<file path="config.mk">
export PLATFORM = sky130hd
export DESIGN_NAME = sevens_format_flat
export DESIGN_NICKNAME = d
export VERILOG_FILES = /design/src/rtl/sevens_format_if.sv /design/src/rtl/sevens_format.sv /design/src/flat_wrapper.sv
export SDC_FILE = /design/constraint.sdc
export NUM_CORES = 1
export LEC_CHECK = 0
export CAP_MARGIN = 20
export CORE_MARGIN = 3
export CORE_UTILIZATION = 35
export DETAILED_ROUTE_END_ITERATION = 7
export DONT_BUFFER_PORTS = 1
export SLEW_MARGIN = 20
export SYNTH_ARGS = -nofsm -noshare
export SYNTH_HDL_FRONTEND = slang
export SYNTH_SLANG_ARGS = --single-unit
</file>
<file path="constraint.sdc">
create_clock -name clk -period 8 [get_ports clk]
set_input_delay 0.8 -clock clk [delete_from_list [all_inputs] [get_ports clk]]
set_output_delay 0.8 -clock clk [all_outputs]
set_load 0.02 [all_outputs]
</file>
<file path="src/rtl/sevens_format_if.sv">
// Value/segment bus between a producer of display values and the sevens_format encoder.
interface sevens_format_if #(
    parameter int unsigned WIDTH = 27
);
    logic [WIDTH-1:0] value;
    logic             value_valid;
    logic             value_ready;
    logic             hex;
    logic             blank;
    logic [7:0]       dp;
    logic [7:0]       segments [8];

    modport master (
        output value, value_valid, hex, blank, dp,
        input  value_ready, segments
    );

    modport slave (
        input  value, value_valid, hex, blank, dp,
        output value_ready, segments
    );
endinterface

</file>
<file path="src/rtl/sevens_format.sv">
// Converts a binary value to eight seven-segment patterns (decimal via double-dabble, or hex)
// and holds them stable for the display scanner until the next accepted value.
module sevens_format #(
    parameter int unsigned WIDTH = 27
) (
    input  logic           clk,
    input  logic           reset,
    sevens_format_if.slave bus
);
    localparam int unsigned BCD_W   = 32;
    localparam int unsigned SR_W    = BCD_W + WIDTH;
    localparam int unsigned CNT_W   = $clog2(WIDTH);
    localparam int unsigned DEC_MAX = 99_999_999;

    typedef enum logic [1:0] {IDLE, CONVERT, ENCODE} state_t;

    state_t          state;
    logic [CNT_W-1:0] cnt;
    logic [SR_W-1:0]  sr;
    logic [SR_W-1:0]  sr_adj;
    logic             ovf;
    logic             blank_q;
    logic [7:0]       dp_q;
    logic             leading;
    logic [7:0]       seg_next [8];

    function automatic logic [6:0] seg7(input logic [3:0] d);
        case (d)
            4'h0: seg7 = 7'h3F;
            4'h1: seg7 = 7'h06;
            4'h2: seg7 = 7'h5B;
            4'h3: seg7 = 7'h4F;
            4'h4: seg7 = 7'h66;
            4'h5: seg7 = 7'h6D;
            4'h6: seg7 = 7'h7D;
            4'h7: seg7 = 7'h07;
            4'h8: seg7 = 7'h7F;
            4'h9: seg7 = 7'h6F;
            4'hA: seg7 = 7'h77;
            4'hB: seg7 = 7'h7C;
            4'hC: seg7 = 7'h39;
            4'hD: seg7 = 7'h5E;
            4'hE: seg7 = 7'h79;
            default: seg7 = 7'h71;
        endcase
    endfunction

    assign bus.value_ready = (state == IDLE) && !reset;

    // Double-dabble correction: every BCD nibble >= 5 gets +3 before the shift.
    always_comb begin
        sr_adj = sr;
        for (int k = 0; k < 8; k++) begin
            if (sr[WIDTH + 4*k +: 4] >= 4'd5)
                sr_adj[WIDTH + 4*k +: 4] = sr[WIDTH + 4*k +: 4] + 4'd3;
        end
    end

    // Walk from the top digit down; leading stays set until the first nonzero digit.
    always_comb begin
        leading = blank_q;
        for (int i = 0; i < 8; i++) seg_next[i] = 8'h00;
        for (int i = 7; i >= 0; i--) begin
            logic [3:0] d;
            logic [7:0] p;
            d = sr[WIDTH + 4*i +: 4];
            p = {1'b0, seg7(d)};
            if (d != 4'd0) leading = 1'b0;
            if (leading && i != 0) p = 8'h00;
            if (ovf) p = 8'h40;
            p[7] = dp_q[i];
            seg_next[i] = p;
        end
    end

    always_ff @(posedge clk) begin
        if (reset) begin
            state   <= IDLE;
            cnt     <= '0;
            sr      <= '0;
            ovf     <= 1'b0;
            blank_q <= 1'b0;
            dp_q    <= 8'h00;
            for (int i = 0; i < 8; i++) bus.segments[i] <= 8'h00;
        end else begin
            case (state)
                IDLE: begin
                    if (bus.value_valid) begin
                        blank_q <= bus.blank;
                        dp_q    <= bus.dp;
                        if (bus.hex) begin
                            sr    <= {32'(bus.value), WIDTH'(0)};
                            ovf   <= 1'b0;
                            state <= ENCODE;
                        end else if (32'(bus.value) > 32'(DEC_MAX)) begin
                            ovf   <= 1'b1;
                            state <= ENCODE;
                        end else begin
                            sr    <= {BCD_W'(0), bus.value};
                            ovf   <= 1'b0;
                            cnt   <= '0;
                            state <= CONVERT;
                        end
                    end
                end
                CONVERT: begin
                    sr <= {sr_adj[SR_W-2:0], 1'b0};
                    if (cnt == CNT_W'(WIDTH - 1)) state <= ENCODE;
                    else                          cnt   <= cnt + CNT_W'(1);
                end
                ENCODE: begin
                    for (int i = 0; i < 8; i++) bus.segments[i] <= seg_next[i];
                    state <= IDLE;
                end
                default: state <= IDLE;
            endcase
        end
    end
endmodule
</file>
<file path="src/flat_wrapper.sv">
// flat-port wrapper written by rule: the top's interface ports become plain ports
module sevens_format_flat 
#(
    parameter int unsigned WIDTH = 27
)
  (clk, reset, bus_value, bus_value_valid, bus_hex, bus_blank, bus_dp, bus_value_ready, bus_segments);
  sevens_format_if #(.WIDTH(WIDTH)) bus_i ();
  input  logic clk;
  input  logic reset;
  input wire logic [$bits(bus_i.value)-1:0] bus_value;
  input wire logic [$bits(bus_i.value_valid)-1:0] bus_value_valid;
  input wire logic [$bits(bus_i.hex)-1:0] bus_hex;
  input wire logic [$bits(bus_i.blank)-1:0] bus_blank;
  input wire logic [$bits(bus_i.dp)-1:0] bus_dp;
  output wire logic [$bits(bus_i.value_ready)-1:0] bus_value_ready;
  output wire logic [$bits(bus_i.segments)-1:0] bus_segments;
  assign bus_i.value = bus_value;
  assign bus_i.value_valid = bus_value_valid;
  assign bus_i.hex = bus_hex;
  assign bus_i.blank = bus_blank;
  assign bus_i.dp = bus_dp;
  assign bus_value_ready = bus_i.value_ready;
  assign bus_segments = {>>{bus_i.segments}};
  sevens_format #(.WIDTH(WIDTH)) u_core (.clk(clk), .reset(reset), .bus(bus_i));
endmodule
</file>
Yosys cells after proc, flatten, opt, wreduce, memory -nomap -nowiden:

Memories as Yosys holds them, arrays and structs flattened. A register that Yosys moved wholly into a read port is not among the register bits.
Index checks and enable logic that the tools add are counted.

* eq/ne operators: 9
* add/sub/neg operators: 9
* reductions and logical operators: 15
* mux-type cells: 62
* $lt $le $gt $ge: 9

Operators by type and width (number)
* two-way mux 59 bit: 3
* one-hot mux 59 bit (2 select lines): 1
* two-way mux 7 bit: 15
* two-way mux 4 bit: 23
* greater-or-equal comparator 4 x 3 -> 1 bit (second input constant): 8
* adder 4 x 2 -> 4 bit (second input constant): 7
* nonzero test 4 bit: 7
* greater-than comparator 27 bit (second input constant): 1
* two-way mux 5 bit: 4
* one-hot mux 5 bit (2 select lines): 1
* two-way mux 1 bit: 9
* two-way mux 2 bit: 4
* != test 2 bit (second input constant): 4
* adder 5 x 1 -> 5 bit (second input constant): 1
* equality test 5 bit (second input constant): 1
* AND reduction 5 bit: 1
* one-hot mux 2 bit (2 select lines): 1
* AND reduction 2 bit: 2
* adder 3 x 2 -> 3 bit (second input constant): 1
* two-way mux 3 bit: 1
* != test 3 bit (second input constant): 1
* AND reduction 3 bit: 1
* equality test 2 x 1 -> 1 bit (second input constant): 1
* equality test 2 bit (second input constant): 1
* other kinds (5): 5

* output and inout port bits: 65
* register bits after elaboration: 140
* memories kept: 8
* memory bits (read-only): 896

Memories
* (name not given): words 16, bits a word 7, read ports 1, clocked after memory_dff 1, wr ports 0, line sevens_format.sv:28 `case (d)`
* (name not given): words 16, bits a word 7, read ports 1, clocked after memory_dff 1, wr ports 0, line sevens_format.sv:28
* (name not given): words 16, bits a word 7, read ports 1, clocked after memory_dff 1, wr ports 0, line sevens_format.sv:28
* (name not given): words 16, bits a word 7, read ports 1, clocked after memory_dff 1, wr ports 0, line sevens_format.sv:28
* (name not given): words 16, bits a word 7, read ports 1, clocked after memory_dff 1, wr ports 0, line sevens_format.sv:28
* (name not given): words 16, bits a word 7, read ports 1, clocked after memory_dff 1, wr ports 0, line sevens_format.sv:28
* 2 more memories

Logic depth before layout (Yosys ltp):

Gate-level depths: netlist of the first run.

* depth in word-level cells: 10
* gate-level depth with buffers: 14

Worst setup path after synthesis of the first run:

OpenSTA, ideal clock, no wires.

* path kind: input -> register
* start point: in bus_value[25]
* end point: reg with a tool-made name
* path slack: 4.653 ns
* stages: 10
* arrival: 3.213 ns
* cell sequence: nand4b_1 -> nor2_1 -> a41o_1 -> buf_2 -> buf_2 -> a311oi_1 -> a211oi_1 -> inv_1 -> ha_1 -> mux4_2

RTL lines
* from (decl): line flat_wrapper.sv:10 `input wire logic [$bits(bus_i.value)-1:0] bus_value;`

==> metrics.txt, run 1 <==
result of the run=finished, final reports clean; Final Slew Violations=0; die height=177 um; leakage power figure=0.00419 uW; Gates resized, CTS repair=0; filler-free cell count of the finished design=around 1500; port bufs=0; final worst-path cycle share=0.528; FMAX=0.237 GHz; source of the worst register-to-register timing path=u_core.state[0]; buffer depth of the longest clock path=2; number of cells in the design after placement=1514; row count=62; Die Span X=about 180 um; maximum vdd ir drop=137 uV; Layout fillers=2859; mux cell area share after synthesis=0.0359; ranking of synthesized cells by instance count=sky130_fd_sc_hd__dfxtp_1 (196), sky130_fd_sc_hd__nand2_1 (116), sky130_fd_sc_hd__nor2_1 (113); final net count=1271; area share of the largest cell type after synthesis=0.382; most repeated cell in the gate-level netlist after synthesis=sky130_fd_sc_hd__dfxtp_1; number of enable flip-flop cells after synthesis=0; number of H-tree levels=4; critical path class=flop to flop; Hold Path Origin=reset; required time of the critical path=8.35 ns; Initial DRC Count=651; worst setup path startpoint=u_core.state[0]; xor-xnor portion of the synthesized cell area=0.0128; path class of the lowest-slack min-delay path=input pin to flop; synthesis warning total=0; fraction of final layout cells sized beyond drive strength 1=0.0860; post-detailed-placement half-perimeter wirelength=17900 um; Synth Net Count=1320; endpoint class of the critical path=flop; Total GRT Usage=0.164; global-route wire length before repair=41500 um; Slew HR=0.346; final setup violation count=0; floorplan core area=28800 um2; kind of launch point of the worst setup path=flop; antenna-violating nets left=0; unique cell type count in the Yosys netlist=75; RSZ-0062 raised after global routing=false; average footprint of a synthesized cell=about 8.6 um2; register-to-register setup slack=3.77 ns; cell types occupying the most area after synthesis=sky130_fd_sc_hd__dfxtp_1 (38%), sky130_fd_sc_hd__ha_1 (9.9%), sky130_fd_sc_hd__nand2_1 (4.2%), sky130_fd_sc_hd__a21oi_1 (4.1%), sky130_fd_sc_hd__nor2_1 (4.1%); Top FF cell, synth=sky130_fd_sc_hd__dfxtp_1; First-pass DRT Iterations=5; ANT cells=0; register area=between 3000 and 4000 um2; source-to-sink clock delay at the later pin of the worst-skew pair=roughly 0.44 ns; shortest clock period the worst path allows after layout=4.23 ns; CTS tree=yes; Post-route DRC=0; largest area contributor in the netlist=sky130_fd_sc_hd__dfxtp_1; Sink Count=~200; Clock Root Buffer=sky130_fd_sc_hd__clkbuf_16; compound-cell area share of the yosys netlist=0.223; hold_buf cts=0; largest family of logic cells by synthesized area=compound AO/OA/AOI/OAI gates; sequential fraction of the synthesis area=0.382; proportion of register bits with asynchronous set or reset after synthesis=0; post-synthesis share of cell area spent on and, or, nand and nor gates=0.182; FF+latch count, synth=about 200; clock slew at the register clock pins of the worst setup and hold paths=0.08 ns; Initial Util=0.357; transition time at the pin with the least slew margin=roughly 1 ns; Die ar.=31400 um2; DR vias=8253; total power per unit cell area=229 nW/um2; antenna violations before repair=0; average vias per placed instance=5.33; combined area of the multi-input logic cells=5700 um2; final weighted congestion of routability-driven global placement=0.827; pin count of the biggest net entering global routing=172; critical path peak fanout=47; drt wl/cell=16.5 um; final hold violations=0; vias in the first global route=7785; MaxCap Viol Count=0; Boundary Pins=105; Area Growth Syn to Fin=7.78%; cell count after synthesis=1199; total gr overflow=0; count of buffers added by post-CTS timing repair for setup=0; Worst EP arrival=roughly 4.6 ns; post-synthesis cell area=10300 um2; area share of fa/ha/maj cells after synthesis=0.0987; setup tns final=0 ns; worst clock skew=about 0.016 ns; total wire length=25600 um; Inserted Clock Buffers=17
-- worst max-delay path: stages (launching register included) --
cell and delay [ns]:
sky130_fd_sc_hd__dfxtp_1 0.53, sky130_fd_sc_hd__nor2b_4 0.23, sky130_fd_sc_hd__buf_4 0.47, sky130_fd_sc_hd__a21oi_1 0.17
sky130_fd_sc_hd__a41oi_4 0.76, sky130_fd_sc_hd__buf_4 0.47, sky130_fd_sc_hd__nor2_1 0.11, sky130_fd_sc_hd__a311oi_2 0.45
sky130_fd_sc_hd__inv_1 0.18, sky130_fd_sc_hd__ha_1 0.33, sky130_fd_sc_hd__mux2_2 0.26, sky130_fd_sc_hd__o21ai_0 0.14
-- kinds of logic (layout without fill, tap and decap cells) --
| kind of cell | Yosys count | after routing |
|---|---|---|
| DFF | 196 | 196 |
| xor gates and xnor gates | 15 | 15 |
| buffers and inverters | 159 | 123 |
| and+or+nand+nor | 392 | 392 |
| adders and majority gates | 81 | 81 |
| AOI/OAI and AO/OA | 324 | 324 |
| muxes | 32 | 32 |
-- metal layers --
layer | part of all wire | GRT usage | up-vias
met5 | 0 | 0 | -
met4 | 0.019 | 0.0510 | 0
met3 | 0.084 | 0.0601 | 26
met2 | 0.44 | 0.245 | 196
met1 | 0.46 | 0.219 | 3888
li1 | - | - | 4143
-- path summary, 6_finish.rpt --
| check | to | cells after the start |
|---|---|---|
| worst max-delay path | flop | 11 |
| worst min-delay path | u_core.bus.segments[13] | 1 |
| worst max register to register | flop | 11 |
| worst min register to register | u_core.bus.segments[63] | 2 |
-- power by group --
part / switching, uW / internal [uW] / total [uW]
sequential: 102 / 1080 / 1190
combinational: 304 / 200 / 505
clock: 401 / 447 / 848
total: 807 / 1730 / 2540
-- layout by cell type, fill, tap and decap left out, types with 12 or more instances in the layout --
| cell | n |
|---|---|
| sky130_fd_sc_hd__dfxtp_1 | 196 |
| sky130_fd_sc_hd__nand2_1 | 116 |
| sky130_fd_sc_hd__nor2_1 | 113 |
| sky130_fd_sc_hd__a21oi_1 | 85 |
| sky130_fd_sc_hd__ha_1 | 81 |
| sky130_fd_sc_hd__inv_1 | 78 |
| sky130_fd_sc_hd__a22oi_1 | 54 |
| sky130_fd_sc_hd__nand3_1 | 43 |
| sky130_fd_sc_hd__a31oi_1 | 32 |
| sky130_fd_sc_hd__o21ai_0 | 28 |
| sky130_fd_sc_hd__nor3_1 | 25 |
| sky130_fd_sc_hd__a211oi_1 | 24 |
| sky130_fd_sc_hd__clkbuf_16 | 17 |
| sky130_fd_sc_hd__nand2b_1 | 15 |
| sky130_fd_sc_hd__mux2_2 | 15 |
| sky130_fd_sc_hd__and3_1 | 14 |
| sky130_fd_sc_hd__mux2i_1 | 14 |
| sky130_fd_sc_hd__xnor2_1 | 12 |
-- stage by stage --
stage	utilization	hold WS, ns	worst slack, ns	area (um2)	total power, uW
final	0.385	0.445	3.77	11100	2540
after CTS	0.384	0.415	3.81	11100	2570
after floorplan	-	0.432	4.65	10300	1610
after global placement	0.364	0.433	3.76	10500	1700
after detailed placement	0.364	0.438	3.69	10500	1710
after global routing	0.385	0.416	3.43	11100	2690
-- area by class of cell --
type                            instances  share of cell area
Timing Repair Buffer                    9             0.00610
Multi-Input combinational cell        844               0.515
Clock buffer                           18              0.0397
Clock inverter                         14              0.0132
Inverter                               82              0.0279
Sequential cell                       196               0.354
Tap cell                              384              0.0434
Power figures use the tool's default switching activity.
==> run 2, diff against run 1 <==
==> constraint.sdc (replaced) <==
create_clock -name clk -period 4.45 [get_ports clk]
set_input_delay 0.445 -clock clk [delete_from_list [all_inputs] [get_ports clk]]
set_output_delay 0.445 -clock clk [all_outputs]
set_load 0.02 [all_outputs]
==> run 2 against run 1 <==
Against the previous run: hold slack worse by 0.38 ns; final cell count is 0.45% higher; global-route usage is 0.48 points higher; critical path depth is 3 lower; first-iteration DRC count is 4.3% lower; sequential power is 79% higher.
==> metrics.txt, run 2 (same netlist as run 1, synthesis figures left out) <==
ANT cells=0 (unchanged); endpoint class of the critical path=flop (unchanged); antenna violations before repair=0 (unchanged); FMAX=0.271 GHz (was 0.237 GHz); final weighted congestion of routability-driven global placement=0.840 (was 0.827); floorplan core area=28800 um2 (unchanged); kind of launch point of the worst setup path=flop (unchanged); post-detailed-placement half-perimeter wirelength=18300 um (was 17900 um); Initial DRC Count=623 (was 651); shortest clock period the worst path allows after layout=3.69 ns (was 4.23 ns); Sink Count=196 (unchanged); average vias per placed instance=5.38 (was 5.33); Inserted Clock Buffers=17 (unchanged); antenna-violating nets left=0 (unchanged); Buf/Inv on CP=1 (was 3); commonest cells after routing, fill and taps aside=sky130_fd_sc_hd__dfxtp_1 (196), sky130_fd_sc_hd__nand2_1 (116), sky130_fd_sc_hd__nor2_1 (113) (unchanged); final setup violation count=0 (unchanged); Final Slew Violations=0 (unchanged); leading cell type in the layout, fill and taps excluded=sky130_fd_sc_hd__dfxtp_1 (unchanged); Clock Root Buffer=sky130_fd_sc_hd__clkbuf_16 (unchanged); fraction of final layout cells sized beyond drive strength 1=0.0915 (was 0.0860); Initial Util=0.357 (unchanged); Boundary Pins=105 (unchanged); Layout fillers=2899 (was 2859); Worst path top cell family by delay=compound AO/OA/AOI/OAI gates (unchanged); First-pass DRT Iterations=5 (unchanged); global-route wire length before repair=42700 um (was 41500 um); final hold violations=0 (unchanged); port bufs=0 (unchanged); required time of the critical path=4.77 ns (was 8.35 ns); pin count of the biggest net entering global routing=172 (unchanged); CP peak stage delay=0.67 ns (was 0.76 ns); clock slew at the register clock pins of the worst setup and hold paths=0.08 ns (about the same); source-to-sink clock delay at the later pin of the worst-skew pair=0.45 ns (was 0.44 ns); Die ar.=31400 um2 (unchanged); setup tns final=0 ns (unchanged); Post-route DRC=0 (unchanged); worst clock skew=0.0209 ns (was 0.0158 ns); total wire length=26100 um (was 25600 um); result of the run=finished, final reports clean (unchanged); leakage power figure=0.00423 uW (was 0.00419 uW); met1 global-route usage=0.225 (was 0.219); CTS tree=yes (unchanged); Gates resized, CTS repair=0 (unchanged); total power per unit cell area=413 nW/um2 (was 229 nW/um2); drt wl/cell=16.8 um (was 16.5 um); buffer depth of the longest clock path=2 (unchanged); transition time at the pin with the least slew margin=0.991 ns (was 0.976 ns); RSZ-0062 raised after global routing=false (unchanged); die height=177 um (unchanged); vias in the first global route=7966 (was 7785); count of buffers added by post-CTS timing repair for setup=0 (unchanged); final net count=1278 (was 1271); final worst-path cycle share=0.830 (was 0.528); Worst EP arrival=4.02 ns (was 4.58 ns); Total GRT Usage=0.169 (was 0.164); critical path class=flop to flop (unchanged); hold_buf cts=0 (unchanged); number of H-tree levels=4 (unchanged); MaxCap Viol Count=0 (unchanged); DR vias=8355 (was 8253); maximum vdd ir drop=290 uV (was 137 uV); path class of the lowest-slack min-delay path=input pin to flop (unchanged); grt met2 use=0.256 (was 0.245); total gr overflow=0 (unchanged); Die Span X=177 um (unchanged); peak-usage layer in the global routing report=met2 (unchanged); critical path peak fanout=31 (was 47); Area Growth Syn to Fin=8.37% (was 7.78%); power after layout=4600 uW (was 2540 uW); Slew HR=0.336 (was 0.346); row count=62 (unchanged); met3 Track Usage GR=0.0627 (was 0.0601); crit path max-delay cell type=sky130_fd_sc_hd__a41o_2 (was sky130_fd_sc_hd__a41oi_4); critical path cell sequence=nor2b_4 -> nor2_2 -> a41o_2 -> a311oi_1 -> a211oi_1 -> inv_1 -> ha_1 -> mux4_2 (was nor2b_4 -> buf_4 -> a21oi_1 -> a41oi_4 -> buf_4 -> nor2_1 -> a311oi_2 -> inv_1 -> ha_1 -> mux2_2 -> o21ai_0)
==> run 2: cell types whose count changed in the layout (fill, tap and decap cells not counted), moves of 2 or more <==
cell                       delta
sky130_fd_sc_hd__buf_4        +5
sky130_fd_sc_hd__inv_8        +5
sky130_fd_sc_hd__clkinv_4     -3
sky130_fd_sc_hd__clkinv_8     +2
sky130_fd_sc_hd__inv_6        -2
==> run 2: area by class of cell <==
type                       count  area [um2]  area share
tap                          384         480      0.0432
clock inverter                15         161      0.0145
inverter                      82         309      0.0278
timing repair buffer          16         133      0.0119
multi-input combinational    844        5700       0.512
clock buffer                  17         425      0.0382
sequential                   196        3920       0.353
==> run 2: report_power, final <==
part / switching [uW] / leakage, uW / internal [uW]
sequential: 183 / 0.00161 / 1950
clock: 785 / 0.000286 / 754
combinational: 551 / 0.00233 / 372
total: 1520 / 0.00423 / 3080
==> run 2: worst paths after layout <==
kind / start / endpoint / slack (ns) / depth (start not counted)
worst max register to register: u_core.state[1] / flop / 0.76 / 8
worst min-delay path: reset / u_core.bus.segments[12] / 0.07 / 1
worst max-delay path: u_core.state[1] / flop / 0.76 / 8
worst min register to register: u_core.dp_q[7] / u_core.bus.segments[7] / 0.46 / 2
==> run 2: layer usage <==
layer | wire length [um] | share of wire
met1 | 12000 | 0.46
met2 | 11400 | 0.44
met3 | 2270 | 0.087
met4 | 352 | 0.013
met5 | 0 | 0
==> run 2: worst reg2reg max path, delay by kind of cell (launching register included) <==
| family | cells | cell delay (ns) |
|---|---|---|
| muxes | 1 | 0.45 |
| buffers and inverters | 1 | 0.22 |
| adders and majority gates | 1 | 0.34 |
| AOI/OAI and AO/OA | 3 | 1.39 |
| and+or+nand+nor | 2 | 0.63 |
| DFF | 1 | 0.54 |
==> run 2: metrics by stage <==
step	instances	hold slack [ns]	area, um2	setup WS (ns)	util
floorplan	1199	0.432	10300	1.46	-
global placement	1521	0.434	10500	0.957	0.366
detailed placement	1521	0.438	10500	0.811	0.366
CTS	1553	0.0433	11100	0.794	0.386
global route	1554	0.0413	11100	0.467	0.387
finish	1554	0.0667	11100	0.756	0.387
==> run 3, diff against run 2 <==
==> constraint.sdc (replaced) <==
create_clock -name clk -period 3 [get_ports clk]
set_input_delay 0.3 -clock clk [delete_from_list [all_inputs] [get_ports clk]]
set_output_delay 0.3 -clock clk [all_outputs]
set_load 0.02 [all_outputs]
==> run 3 against run 2 <==
Against the previous run: combinational power rose by 64%; largest power group unchanged; die area unchanged; global-route usage increased by 0.40 points; register-to-register slack worse by 0.55 ns; critical path type unchanged; via count grew 2.2%; hold slack worse by 0.044 ns; clock skew decreased by 0.0020 ns; non-clock buffer count grew 44; final area rose by 3.7%.
==> metrics.txt, run 3 (same netlist as run 1, synthesis figures left out) <==
result of the run=finished, final reports clean (unchanged); uppermost signal routing layer after detailed routing=met4 (unchanged); source-to-sink clock delay at the later pin of the worst-skew pair=0.44 ns (was 0.45 ns); global-route wire length before repair=43500 um (was 42700 um); Die Span X=177 um (unchanged); Worst path top cell family by delay=compound AO/OA/AOI/OAI gates (unchanged); crit path max-delay cell type=sky130_fd_sc_hd__a41o_2 (unchanged); final weighted congestion of routability-driven global placement=0.862 (was 0.840); M1 WL=12500 um (was 12000 um); Layout fillers=2854 (was 2899); utilization after layout=0.401 (was 0.387); kind of launch point of the worst setup path=flop (unchanged); transition time at the pin with the least slew margin=0.692 ns (was 0.991 ns); maximum vdd ir drop=391 uV (was 290 uV); final hold violations=0 (unchanged); fraction of final layout cells sized beyond drive strength 1=0.114 (was 0.0915); average vias per placed instance=5.34 (was 5.38); Post-route DRC=0 (unchanged); antenna-violating nets left=0 (unchanged); leading cell type in the layout, fill and taps excluded=sky130_fd_sc_hd__dfxtp_1 (unchanged); leakage power figure=0.00445 uW (was 0.00423 uW); row count=62 (unchanged); commonest cells after routing, fill and taps aside=sky130_fd_sc_hd__dfxtp_1 (196), sky130_fd_sc_hd__nand2_1 (116), sky130_fd_sc_hd__nor2_1 (113) (unchanged); hold slack final=0.0222 ns (was 0.0667 ns); Initial Util=0.357 (unchanged); antenna violations before repair=0 (unchanged); required time of the critical path=3.32 ns (was 4.77 ns); critical path class=flop to flop (unchanged); pin count of the biggest net entering global routing=116 (was 172); Boundary Pins=105 (unchanged); setup tns final=0 ns (unchanged); placed standard-cell area=10800 um2 (was 10500 um2); final worst-path cycle share=0.931 (was 0.830); drt wl/cell=16.9 um (was 16.8 um); post-detailed-placement half-perimeter wirelength=18600 um (was 18300 um); Final Instance Area=11500 um2 (was 11100 um2); final net count=1322 (was 1278); Initial DRC Count=566 (was 623); floorplan core area=28800 um2 (unchanged); CTS tree=yes (unchanged); MaxCap Viol Count=0 (unchanged); Most common cell on crit path=sky130_fd_sc_hd__a21oi_1; number of H-tree levels=4 (unchanged); Area Growth Syn to Fin=12.4% (was 8.37%); clock slew at the register clock pins of the worst setup and hold paths=0.08 ns (about the same); Met3 Wirelength=2170 um (was 2270 um); Die ar.=31400 um2 (unchanged); Clock Root Buffer=sky130_fd_sc_hd__clkbuf_16 (unchanged); total power per unit cell area=601 nW/um2 (was 413 nW/um2); port bufs=0 (unchanged); final setup violation count=0 (unchanged); ANT cells=0 (unchanged); worst clock skew=0.0189 ns (was 0.0209 ns); Final Slew Violations=0 (unchanged); shortest clock period the worst path allows after layout=2.79 ns (was 3.69 ns); Slew HR=0.538 (was 0.336); FMAX=0.358 GHz (was 0.271 GHz); CP peak stage delay=0.44 ns (was 0.67 ns); power after layout=6940 uW (was 4600 uW); First-pass DRT Iterations=5 (unchanged); path class of the lowest-slack min-delay path=input pin to flop (unchanged); Total GRT Usage=0.173 (was 0.169); Inserted Clock Buffers=17 (unchanged); buffer depth of the longest clock path=2 (unchanged); Worst EP arrival=3.11 ns (was 4.02 ns); Sink Count=196 (unchanged); WL met2=12000 um (was 11400 um); DR vias=8537 (was 8355); die height=177 um (unchanged); vias in the first global route=8153 (was 7966); critical path cell sequence=nor2b_4 -> nor2_2 -> a41o_2 -> buf_4 -> a21oi_1 -> a21oi_1 -> nor2_1 -> inv_1 -> ha_1 -> mux4_2 (was nor2b_4 -> nor2_2 -> a41o_2 -> a311oi_1 -> a211oi_1 -> inv_1 -> ha_1 -> mux4_2); total wire length=27000 um (was 26100 um); endpoint class of the critical path=flop (unchanged); critical path peak fanout=13 (was 31); Buf/Inv on CP=2 (was 1); total gr overflow=0 (unchanged); RSZ-0062 raised after global routing=false (unchanged)
[run 3: changes by cell type in the layout (fill, tap and decap cells not counted), moves of 2 or more]
cell,before,now
sky130_fd_sc_hd__nor3b_2,1,3
sky130_fd_sc_hd__dlygate4sd3_1,0,14
sky130_fd_sc_hd__nor3b_1,5,3
sky130_fd_sc_hd__clkinv_8,3,1
sky130_fd_sc_hd__clkinv_4,3,1
sky130_fd_sc_hd__buf_12,1,3
sky130_fd_sc_hd__buf_4,14,42
[run 3: cell type report]
cell class | instances | area, um2 | area share
Clock buffer | 18 | 439 | 0.0380
Clock inverter | 14 | 138 | 0.0119
Inverter | 82 | 309 | 0.0268
Multi-Input combinational cell | 844 | 5710 | 0.495
Sequential cell | 196 | 3920 | 0.340
Tap cell | 384 | 480 | 0.0416
Timing Repair Buffer | 60 | 543 | 0.0470
[run 3: routing by layer]
metal	up-vias	global-route usage
li1	4259	-
met1	4039	0.228
met2	218	0.270
met3	21	0.0554
met4	0	0.0491
met5	-	0
[run 3: worst paths after layout]
| check | startpoint | endpoint | slack [ns] | cells after the start |
|---|---|---|---|---|
| hold / removal | bus_value[22] | u_core.sr[22] | 0.02 | 2 |
| setup reg to reg | u_core.state[1] | flop | 0.21 | 10 |
| hold reg to reg | u_core.dp_q[0] | u_core.dp_q[0] | 0.46 | 2 |
| setup / recovery | u_core.state[1] | flop | 0.21 | 10 |
[run 3: metrics by stage]
stage	std cells	worst slack, ns
6_report	1598	0.208
2_1_floorplan	1199	0.0888
3_3_place_gp	1550	0.184
5_1_grt	1598	0.00809
3_5_place_dp	1550	0.0772
4_1_cts	1597	0.0204
[run 3: report_power, final]
| part | internal, uW | switching, uW |
|---|---|---|
| registers | 2890 | 271 |
| clock network | 1130 | 1140 |
| logic | 632 | 873 |
| total | 4660 | 2280 |
[run 3: what timing repair did]
item / 4_1_cts / 5_1_grt
setup buffers: 0 / 1
hold buffers: 15 / 0
setup endpoints to repair: 0 / 12
hold endpoints to repair: 115 / 0
gates resized for setup: 0 / 2
